===== src/rtl/uart_rx_param.sv =====
// Parametrised UART receiver: start/data/parity/stop recovery with error flags,
// buffered in a small FIFO drained through a valid/ready handshake.
//
// state    | meaning
// S_IDLE   | waiting for a falling edge on the synchronised line
// S_START  | counting to mid start bit, rejecting glitches
// S_DATA   | sampling DATA_BITS data bits, LSB first
// S_PARITY | sampling the parity bit (only when PARITY != 0)
// S_STOP   | sampling STOP_BITS stop bits, pushing the word at the last one
module uart_rx_param #(
    parameter int CLKS_PER_BIT = 16,
    parameter int DATA_BITS    = 8,
    parameter int PARITY       = 0,
    parameter int STOP_BITS    = 1,
    parameter int FIFO_DEPTH   = 4
) (
    input  logic                 clk,
    input  logic                 rst,
    input  logic                 rxd,
    output logic [DATA_BITS-1:0] rec_data_out,
    output logic                 rec_valid_out,
    input  logic                 rec_ready_in,
    output logic                 parity_err_out,
    output logic                 frame_err_out,
    output logic                 overrun_out
);

    localparam int CW = $clog2(CLKS_PER_BIT);
    localparam int AW = $clog2(FIFO_DEPTH);
    localparam int PW = AW + 1;
    localparam int EW = DATA_BITS + 2;
    localparam logic [CW-1:0] CNT_HALF  = CW'(CLKS_PER_BIT / 2 - 1);
    localparam logic [CW-1:0] CNT_FULL  = CW'(CLKS_PER_BIT - 1);
    localparam logic [3:0]    LAST_DATA = 4'(DATA_BITS - 1);
    localparam logic          LAST_STOP = 1'(STOP_BITS - 1);

    typedef enum logic [2:0] {
        S_IDLE,
        S_START,
        S_DATA,
        S_PARITY,
        S_STOP
    } state_t;

    state_t                 state_q, state_d;
    logic                   sync1_q, sync1_d;
    logic                   rxs_q, rxs_d;
    logic                   rxs_prev_q, rxs_prev_d;
    logic [CW-1:0]          cnt_q, cnt_d;
    logic [3:0]             bit_q, bit_d;
    logic                   stop_q, stop_d;
    logic [DATA_BITS-1:0]   shift_q, shift_d;
    logic                   perr_q, perr_d;
    logic                   ferr_q, ferr_d;
    logic [PW-1:0]          wr_ptr_q, wr_ptr_d;
    logic [PW-1:0]          rd_ptr_q, rd_ptr_d;
    logic [EW-1:0]          mem_q [FIFO_DEPTH];
    logic [EW-1:0]          mem_d [FIFO_DEPTH];
    logic [DATA_BITS-1:0]   data_q, data_d;
    logic                   valid_q, valid_d;
    logic                   perr_out_q, perr_out_d;
    logic                   ferr_out_q, ferr_out_d;
    logic                   ovr_q, ovr_d;

    logic                   push;
    logic [EW-1:0]          push_word;
    logic                   full;
    logic                   pop;
    logic                   push_ok;
    logic [EW-1:0]          head;

    always_comb begin
        state_d    = state_q;
        cnt_d      = cnt_q;
        bit_d      = bit_q;
        stop_d     = stop_q;
        shift_d    = shift_q;
        perr_d     = perr_q;
        ferr_d     = ferr_q;
        push       = 1'b0;
        push_word  = {shift_q, perr_q, ferr_q};
        sync1_d    = rxd;
        rxs_d      = sync1_q;
        rxs_prev_d = rxs_q;

        case (state_q)
            S_IDLE: begin
                if (rxs_prev_q && !rxs_q) begin
                    cnt_d   = CNT_HALF;
                    state_d = S_START;
                end
            end
            S_START: begin
                if (cnt_q == '0) begin
                    if (rxs_q) begin
                        state_d = S_IDLE;
                    end else begin
                        cnt_d   = CNT_FULL;
                        bit_d   = '0;
                        perr_d  = 1'b0;
                        ferr_d  = 1'b0;
                        state_d = S_DATA;
                    end
                end else begin
                    cnt_d = cnt_q - CW'(1);
                end
            end
            S_DATA: begin
                if (cnt_q == '0) begin
                    shift_d = {rxs_q, shift_q[DATA_BITS-1:1]};
                    cnt_d   = CNT_FULL;
                    if (bit_q == LAST_DATA) begin
                        stop_d  = 1'b0;
                        state_d = (PARITY != 0) ? S_PARITY : S_STOP;
                    end else begin
                        bit_d = bit_q + 4'd1;
                    end
                end else begin
                    cnt_d = cnt_q - CW'(1);
                end
            end
            S_PARITY: begin
                if (cnt_q == '0) begin
                    perr_d  = (PARITY == 1) ? ~(^shift_q ^ rxs_q) : (^shift_q ^ rxs_q);
                    cnt_d   = CNT_FULL;
                    state_d = S_STOP;
                end else begin
                    cnt_d = cnt_q - CW'(1);
                end
            end
            S_STOP: begin
                if (cnt_q == '0) begin
                    ferr_d = ferr_q | ~rxs_q;
                    if (stop_q == LAST_STOP) begin
                        // Leave at mid stop bit so a back-to-back start edge is seen.
                        push      = 1'b1;
                        push_word = {shift_q, perr_q, ferr_q | ~rxs_q};
                        state_d   = S_IDLE;
                    end else begin
                        stop_d = 1'b1;
                        cnt_d  = CNT_FULL;
                    end
                end else begin
                    cnt_d = cnt_q - CW'(1);
                end
            end
            default: state_d = S_IDLE;
        endcase

        full     = (wr_ptr_q[AW] != rd_ptr_q[AW]) && (wr_ptr_q[AW-1:0] == rd_ptr_q[AW-1:0]);
        pop      = valid_q && rec_ready_in;
        push_ok  = push && (!full || pop);
        ovr_d    = push && full && !pop;
        mem_d    = mem_q;
        if (push_ok) mem_d[wr_ptr_q[AW-1:0]] = push_word;
        wr_ptr_d = wr_ptr_q + PW'(push_ok);
        rd_ptr_d = rd_ptr_q + PW'(pop);

        // Head view is taken after this cycle's write so a push into an empty FIFO shows next cycle.
        valid_d = (wr_ptr_d != rd_ptr_d);
        head    = valid_d ? mem_d[rd_ptr_d[AW-1:0]] : '0;
        {data_d, perr_out_d, ferr_out_d} = head;
    end

    always_ff @(posedge clk or negedge rst) begin
        if (!rst) begin
            state_q    <= S_IDLE;
            sync1_q    <= 1'b1;
            rxs_q      <= 1'b1;
            rxs_prev_q <= 1'b1;
            cnt_q      <= '0;
            bit_q      <= '0;
            stop_q     <= 1'b0;
            shift_q    <= '0;
            perr_q     <= 1'b0;
            ferr_q     <= 1'b0;
            wr_ptr_q   <= '0;
            rd_ptr_q   <= '0;
            for (int i = 0; i < FIFO_DEPTH; i++) mem_q[i] <= '0;
            data_q     <= '0;
            valid_q    <= 1'b0;
            perr_out_q <= 1'b0;
            ferr_out_q <= 1'b0;
            ovr_q      <= 1'b0;
        end else begin
            state_q    <= state_d;
            sync1_q    <= sync1_d;
            rxs_q      <= rxs_d;
            rxs_prev_q <= rxs_prev_d;
            cnt_q      <= cnt_d;
            bit_q      <= bit_d;
            stop_q     <= stop_d;
            shift_q    <= shift_d;
            perr_q     <= perr_d;
            ferr_q     <= ferr_d;
            wr_ptr_q   <= wr_ptr_d;
            rd_ptr_q   <= rd_ptr_d;
            mem_q      <= mem_d;
            data_q     <= data_d;
            valid_q    <= valid_d;
            perr_out_q <= perr_out_d;
            ferr_out_q <= ferr_out_d;
            ovr_q      <= ovr_d;
        end
    end

    assign rec_data_out   = data_q;
    assign rec_valid_out  = valid_q;
    assign parity_err_out = perr_out_q;
    assign frame_err_out  = ferr_out_q;
    assign overrun_out    = ovr_q;

endmodule


===== config.mk =====
export PLATFORM = sky130hd
export DESIGN_NAME = uart_rx_param
export DESIGN_NICKNAME = d
export VERILOG_FILES = /design/src/rtl/uart_rx_param.sv
export SDC_FILE = /design/constraint.sdc
export NUM_CORES = 1
export LEC_CHECK = 0
export BUFFER_PORTS_ARGS = -buffer_cell sky130_fd_sc_hd__buf_2
export CORE_MARGIN = 3
export CORE_UTILIZATION = 54
export DETAILED_ROUTE_END_ITERATION = 8
export GPL_TIMING_DRIVEN = 1
export PLACE_DENSITY = 0.77
export SETUP_SLACK_MARGIN = 0.05
export SYNTH_ARGS = -nofsm -noshare
export SYNTH_HDL_FRONTEND = slang
export SYNTH_SLANG_ARGS = --single-unit

===== constraint.sdc =====
create_clock -name clk -period 3.3 [get_ports clk]
set_input_delay 0.165 -clock clk [delete_from_list [all_inputs] [get_ports clk]]
set_output_delay 0.165 -clock clk [all_outputs]
set_load 0.02 [all_outputs]

# ---- After elaboration in Yosys (flattened, before gate mapping)
# Index checks and enable logic that the tools add are counted.
dict set report totals {
  out_inout_bits 12
  ff_bits 83
  input_bits 4
  wordCells 125
}
dict set report classes {
  reduce_logical 27
  muxes 46
  n_lt_le_gt_ge 3
  eq_ne 19
  addsub 4
  bitwise 5
}
# cell count
set ops {}
lappend ops {{bitwise mux 40 bit} 1}
lappend ops {{two-way mux 10 bit} 4}
lappend ops {{two-way mux 4 bit} 10}
lappend ops {{two-way mux 40 bit} 1}
lappend ops {{two-way mux 3 bit} 7}
lappend ops {{binary-select mux 10 bit (select 2 bit)} 1}
lappend ops {{demux 10 bit (select 2 bit)} 1}
lappend ops {{inequality test 2 bit, second input constant} 9}
lappend ops {{one-hot mux 4 bit (4 select lines)} 1}
lappend ops {{AND reduction 4 bit} 4}
lappend ops {{one-hot mux 3 bit (5 select lines)} 1}
lappend ops {{two-way mux 1 bit} 14}
lappend ops {{one-hot mux 4 bit (2 select lines)} 1}
lappend ops {{nonzero test 2 bit} 4}
lappend ops {{parity 8 bit} 1}
lappend ops {{logical AND 1 bit} 7}
lappend ops {{AND reduction 7 bit} 1}
lappend ops {{adder 3 x 1 -> 3 bit} 2}
lappend ops {{equality test 3 x 2 -> 1 bit, second input constant} 2}
lappend ops {{greater-or-equal comparator 3 bit, second input constant} 2}
lappend ops {{inequality test 3 bit, second input constant} 2}
lappend ops {{inverter 2 -> 3 bit} 2}
lappend ops {{one-hot mux 1 bit (2 select lines)} 3}
lappend ops {{AND reduction 5 bit} 1}
lappend ops {{20 further kinds} 22}

# ---- Depth between registers and ports, before layout
dict set report logic_depth {
  word_depth 11
  depth_mapped 13
  mapped_depth_nobuf 12
}

# ---- Worst setup path before layout
# Ideal clock, no wire load.
dict set report synth_timing {
  path_kind {reg-to-reg}
  startpoint {register wr_ptr_q[1]}
  endpoint {register perr_out_q (netlist: parity_err_out)}
  path_stages_with_launch 14
  n_path_buf 3
  slack_ns 0.672
  t_required_ns 3.218
  t_arrival_ns 2.545
  setup_ns 0.082
  cell_sequence {dfrtp_1 > buf_2 > xnor2_1 > and4_1 > buf_6 > buf_4 > nor2_1 > ha_1 > ha_1 > xor2_1 > xnor2_1 > a31oi_1 > o21ai_0 > o22ai_1}
}
dict set report synth_between {
  word_cells_on_any_way 19
  cone_classes {add/sub (1); order compare (2); eq/ne (2); mux (8); bitwise (1); reduce/logical (5)}
}
# element line
set synth_rtl {}
lappend synth_rtl {{start, declared} 55} ;# logic [PW-1:0] wr_ptr_q, wr_ptr_d;
lappend synth_rtl {{start signal, assigned} 196} ;# wr_ptr_q <= wr_ptr_d;
lappend synth_rtl {{equality test 2 bit} 150} ;# full = (wr_ptr_q[AW] != rd_ptr_q[AW]) && (wr_ptr_q[AW-1:0] == rd_ptr_q[AW-1:0]);
lappend synth_rtl {{logical AND 1 bit} 150}
lappend synth_rtl {{zero test 1 bit} 152} ;# push_ok = push && (!full || pop);
lappend synth_rtl {{logical OR 1 bit} 152}
lappend synth_rtl {{logical AND 1 bit} 152}
lappend synth_rtl {{adder 3 x 1 -> 3 bit *} 156} ;# wr_ptr_d = wr_ptr_q + PW'(push_ok);
lappend synth_rtl {{net wr_ptr_d[2]} 55}
lappend synth_rtl {{inequality test 3 bit *} 160} ;# valid_d = (wr_ptr_d != rd_ptr_d);
lappend synth_rtl {{two-way mux 10 bit *} 161} ;# head = valid_d ? mem_d[rd_ptr_d[AW-1:0]] : '0;
lappend synth_rtl {{net head[1]} 70} ;# logic [EW-1:0] head;
lappend synth_rtl {{end signal, assigned} 201} ;# perr_out_q <= perr_out_d;
lappend synth_rtl {{end, declared} 61} ;# logic perr_out_q, perr_out_d;
# Mark *: on every way through the listed nets, which the timed path passes. The rest lies on a longest branch. The select of a mux whose other input is x is not followed.
# A chain may end at the register's enable or synchronous reset.

# ---- Final worst setup path
dict set report layout_timing {
  startpoint {register cnt_q[0]}
  endpoint {register data_q[0] (netlist: rec_data_out[0])}
}
dict set report layout_between {
  word_cells_on_any_way 11
  cone_classes {add/sub (1); eq/ne (1); mux (7); reduce/logical (2)}
}
# element line
set layout_rtl {}
lappend layout_rtl {{start, declared} 49} ;# logic [CW-1:0] cnt_q, cnt_d;
lappend layout_rtl {{start signal, assigned} 190} ;# cnt_q <= cnt_d;
lappend layout_rtl {{zero test 4 bit} 132} ;# if (cnt_q == '0) begin
lappend layout_rtl {{two-way mux 1 bit} 132}
lappend layout_rtl {{two-way mux 1 bit} 86} ;# case (state_q)
lappend layout_rtl {{logical AND 1 bit} 152}
lappend layout_rtl {{adder 3 x 1 -> 3 bit} 156}
lappend layout_rtl {{net wr_ptr_d[2]} 55}
lappend layout_rtl {{inequality test 3 bit} 160}
lappend layout_rtl {{two-way mux 10 bit} 161}
lappend layout_rtl {{net head[2]} 70}
lappend layout_rtl {{end signal, assigned} 199} ;# data_q <= data_d;
lappend layout_rtl {{end, declared} 59} ;# logic [DATA_BITS-1:0] data_q, data_d;
# The timed path passes the listed nets, and every way through them passes these cells. The select of a mux whose other input is x is not followed.

==> run_results.csv <==
group,metric,value,unit
outcome,status,"complete, but fails checks",
outcome,violations,"hold timing",
critical_path,r2r_setup_slack,0.44,ns
route,wl,7.81,mm
critical_path,rr_worst_depth,13,
clocking,clockRootBuffer,"clkbuf_8",
power,vdd_drop_max,372,uV
route,wl_per_cell,17.5,um
die,die_h,90.5,um
timing,fmax,349,MHz
critical_path,cp.arrival,3.12,ns
die,start_util,0.562,
global_route,use_met3,0.0433,
layout,area_delta_synth_final,9.40,%
placed_design,place_ws,0.578,ns
global_route,grt_pass1_wl,12.9,mm
route,via_count,2669,
critical_path,cp_max_fo,9,
placed_design,dpl.hpwl,4.98,mm
route,drc,0,
layout,n_antenna_cell,0,
logic_synthesis,synth_fp_nets,343,
die,fp.dieW,90.5,um
global_route,grt_pass1_vias,2596,
timing,finalCriticalPeriod,2.86,ns
global_route,grt_util_all_layers,0.199,
critical_path,worstReg2RegEnd,"rec_data_out[0]",
route,drtPass1Iterations,5,
critical_path,path_class,"flip-flop to flip-flop",
placed_design,port_buffers,15,
clocking,cts_made_buffers,9,
die,ioPinCount,16,
global_route,met1_usage,0.282,
global_route,overflow,0,
timing,hold_ws,-0.0259,ns
clocking,clock_latency,0.36,ns
power,power_density,787,nW/um2
die,rows,30,
job,maxCapViolations,0,
clocking,cts_setup_buffers,0,
logic_synthesis,avgSynthCellArea,11.6,um2
clocking,ctsHoldBuffers,1,
min_path,min_path_type,"primary input to async pin",
layout,drive_gt1_frac,0.274,
clocking,cts_resized,0,
route,ant_nets,0,
timing,skew,0.00869,ns
logic_synthesis,yosys_warnings,0,
die,die-area,8200,um2
logic_synthesis,yosys.area.top_type,"dfrtp_1",
route,vias_per_cell,5.98,
timing,finalSetupViolations,0,
logic_synthesis,netlist_instances,332,
global_route,grt_max_degree,83,
logic_synthesis,yosys_register_bits,82,
timing,fin_tns_setup,0,ns
logic_synthesis,syn_area,3860,um2
timing,rsz0062_at_grt,"no",
placed_design,place.gp.congestion,0.903,
critical_path,cp.required,3.56,ns
global_route,antenna_found_initial,0,
timing,min_period_over_period,0.867,
critical_path,startpoint_type,"flip-flop",
clocking,cts_max_level,3,
timing,tightest_slew,0.996,ns
logic_synthesis,ys.flop_type,"dfrtp_1",
logic_synthesis,synth_enable_flop_cells,0,
logic_synthesis,synth_top_area_share,0.512,
route,drtIter0Drc,192,
logic_synthesis,ys_types,50,
timing,finalHoldViolations,66,
logic_synthesis,ys_seq_area_frac,0.533,
timing,setup_ws,0.438,ns
layout,final_util,0.615,
placed_design,dp.cells,429,
critical_path,r2r_start,"cnt_q[0]",
power,leakage,1.99,nW
timing,relSlewSlack,0.336,
clocking,cts.sink_count,82,
global_route,grt_util_met2,0.297,
clocking,path_clk_slew,0.08,ns
power,power,0.00332,W
critical_path,worstSetupEndpointType,"flip-flop",
timing,maxSlewViolCount,0,
die,design.core.area,6870,um2
layout,fin_cells,446,
logic_synthesis,synth_area_leaders,"dfrtp_1 51%, mux2_2 13%, o22ai_1 4.7%",
clocking,max-clock-path-buffers,2,
global_route,top_usage_layer,"met2",
layout,fill_cells,566,
logic_synthesis,synth-async-reset-ratio,1.00,
layout,nets,356,
clocking,cts_tree,"built",
-- logic make-up after synthesis --
group / synth area share
compound gates: 0.143
xor+xnor: 0.0421
fa+ha+maj: 0.0227
buf+inv: 0.0360
flops: 0.533
mux: 0.131
simple gates: 0.0924
-- report_power, final --
part | switching (W) | internal (W) | total, W
clock network | 0.000388 | 0.000362 | 0.000750
logic | 0.000763 | 0.000525 | 0.00129
registers | 0.000140 | 0.00115 | 0.00129
-- cell type report --
cell class                      instances  area, um2  share of cell area
Clock buffer                            9        124              0.0293
Clock inverter                          7       83.8              0.0199
Inverter                               11       41.3             0.00978
Multi-Input combinational cell        219       1670               0.394
Sequential cell                        82       2060               0.487
Tap cell                               96        120              0.0284
Timing Repair Buffer                   22        133              0.0314
-- metal layers --
metal  part of all wire  vias up
li1                   -     1248
met1               0.47     1331
met2               0.48       76
met3              0.039       14
met4              0.014        0
met5                  0        -
-- cells in the mapped netlist, types with 4 or more instances --
cell / count
ha_1: 7
xnor2_1: 11
buf_2: 6
xor2_1: 5
a31oi_1: 9
o21ai_0: 27
nand3_1: 5
clkbuf_1: 7
nand2_1: 11
inv_1: 11
a21oi_1: 8
nor2_1: 18
dfrtp_1: 79
buf_1: 4
mux2_2: 44
o22ai_1: 29
-- cells in the final DEF, fill, tap and decap left out, types with 3 or more instances in the layout --
master | Yosys | layout
nand4_1 | 3 | 3
o22ai_1 | 29 | 29
ha_1 | 7 | 7
nor2_1 | 18 | 18
xnor2_1 | 11 | 11
clkbuf_8 | 0 | 9
inv_1 | 11 | 11
xor2_1 | 5 | 5
o21ai_0 | 27 | 27
or4_1 | 3 | 3
dfstp_2 | 3 | 3
mux2_2 | 44 | 44
or2_2 | 3 | 3
dfrtp_1 | 79 | 79
a21oi_1 | 8 | 8
nand2_1 | 11 | 11
nand3_1 | 5 | 5
buf_4 | 2 | 7
a31oi_1 | 9 | 9
buf_2 | 6 | 14
-- worst max-delay path, cell delays in order, from the launching register on --
cell and delay [ns]:
dfrtp_1 0.41, inv_1 0.11, ha_1 0.19, nor3b_1 0.26, nand2_1 0.20, nor2_1 0.13, ha_1 0.16, ha_1 0.16
xor2_1 0.21, xnor2_1 0.14, a31oi_1 0.23, buf_4 0.20, o21ai_0 0.12, o22ai_1 0.24
-- per-stage QoR --
step                hold slack [ns]  area [um2]
floorplan                    -0.131        3860
global placement              0.274        4010
detailed placement            0.275        4010
CTS                         0.00665        4220
global route                 0.0476        4220
finish                      -0.0259        4220
-- registers in the layout, summed over array words and instances, names as in the netlist --
register,cells
frame_err_out,1
rec_valid_out,1
ferr_q,1
overrun_out,1
wr_ptr_q,3
bit_q,4
shift_q,8
perr_q,1
mem_q,40
rxs_d,1
rd_ptr_q,3
parity_err_out,1
cnt_q,4
state_q,3
rxs_prev_q,1
rec_data_out,8
rxs_prev_d,1
-- worst max-delay path by stage --
stage | to | cells past startpoint | from
after CTS | rec_data_out[0] | 13 | cnt_q[0]
final | rec_data_out[0] | 13 | cnt_q[0]
after global routing | rec_data_out[6] | 13 | cnt_q[0]
after global placement | rec_data_out[7] | 13 | cnt_q[0]
after floorplan | parity_err_out | 13 | wr_ptr_q[1]
after detailed placement | rec_data_out[0] | 13 | cnt_q[0]
Note: power is estimated with default switching activity, not from simulation.
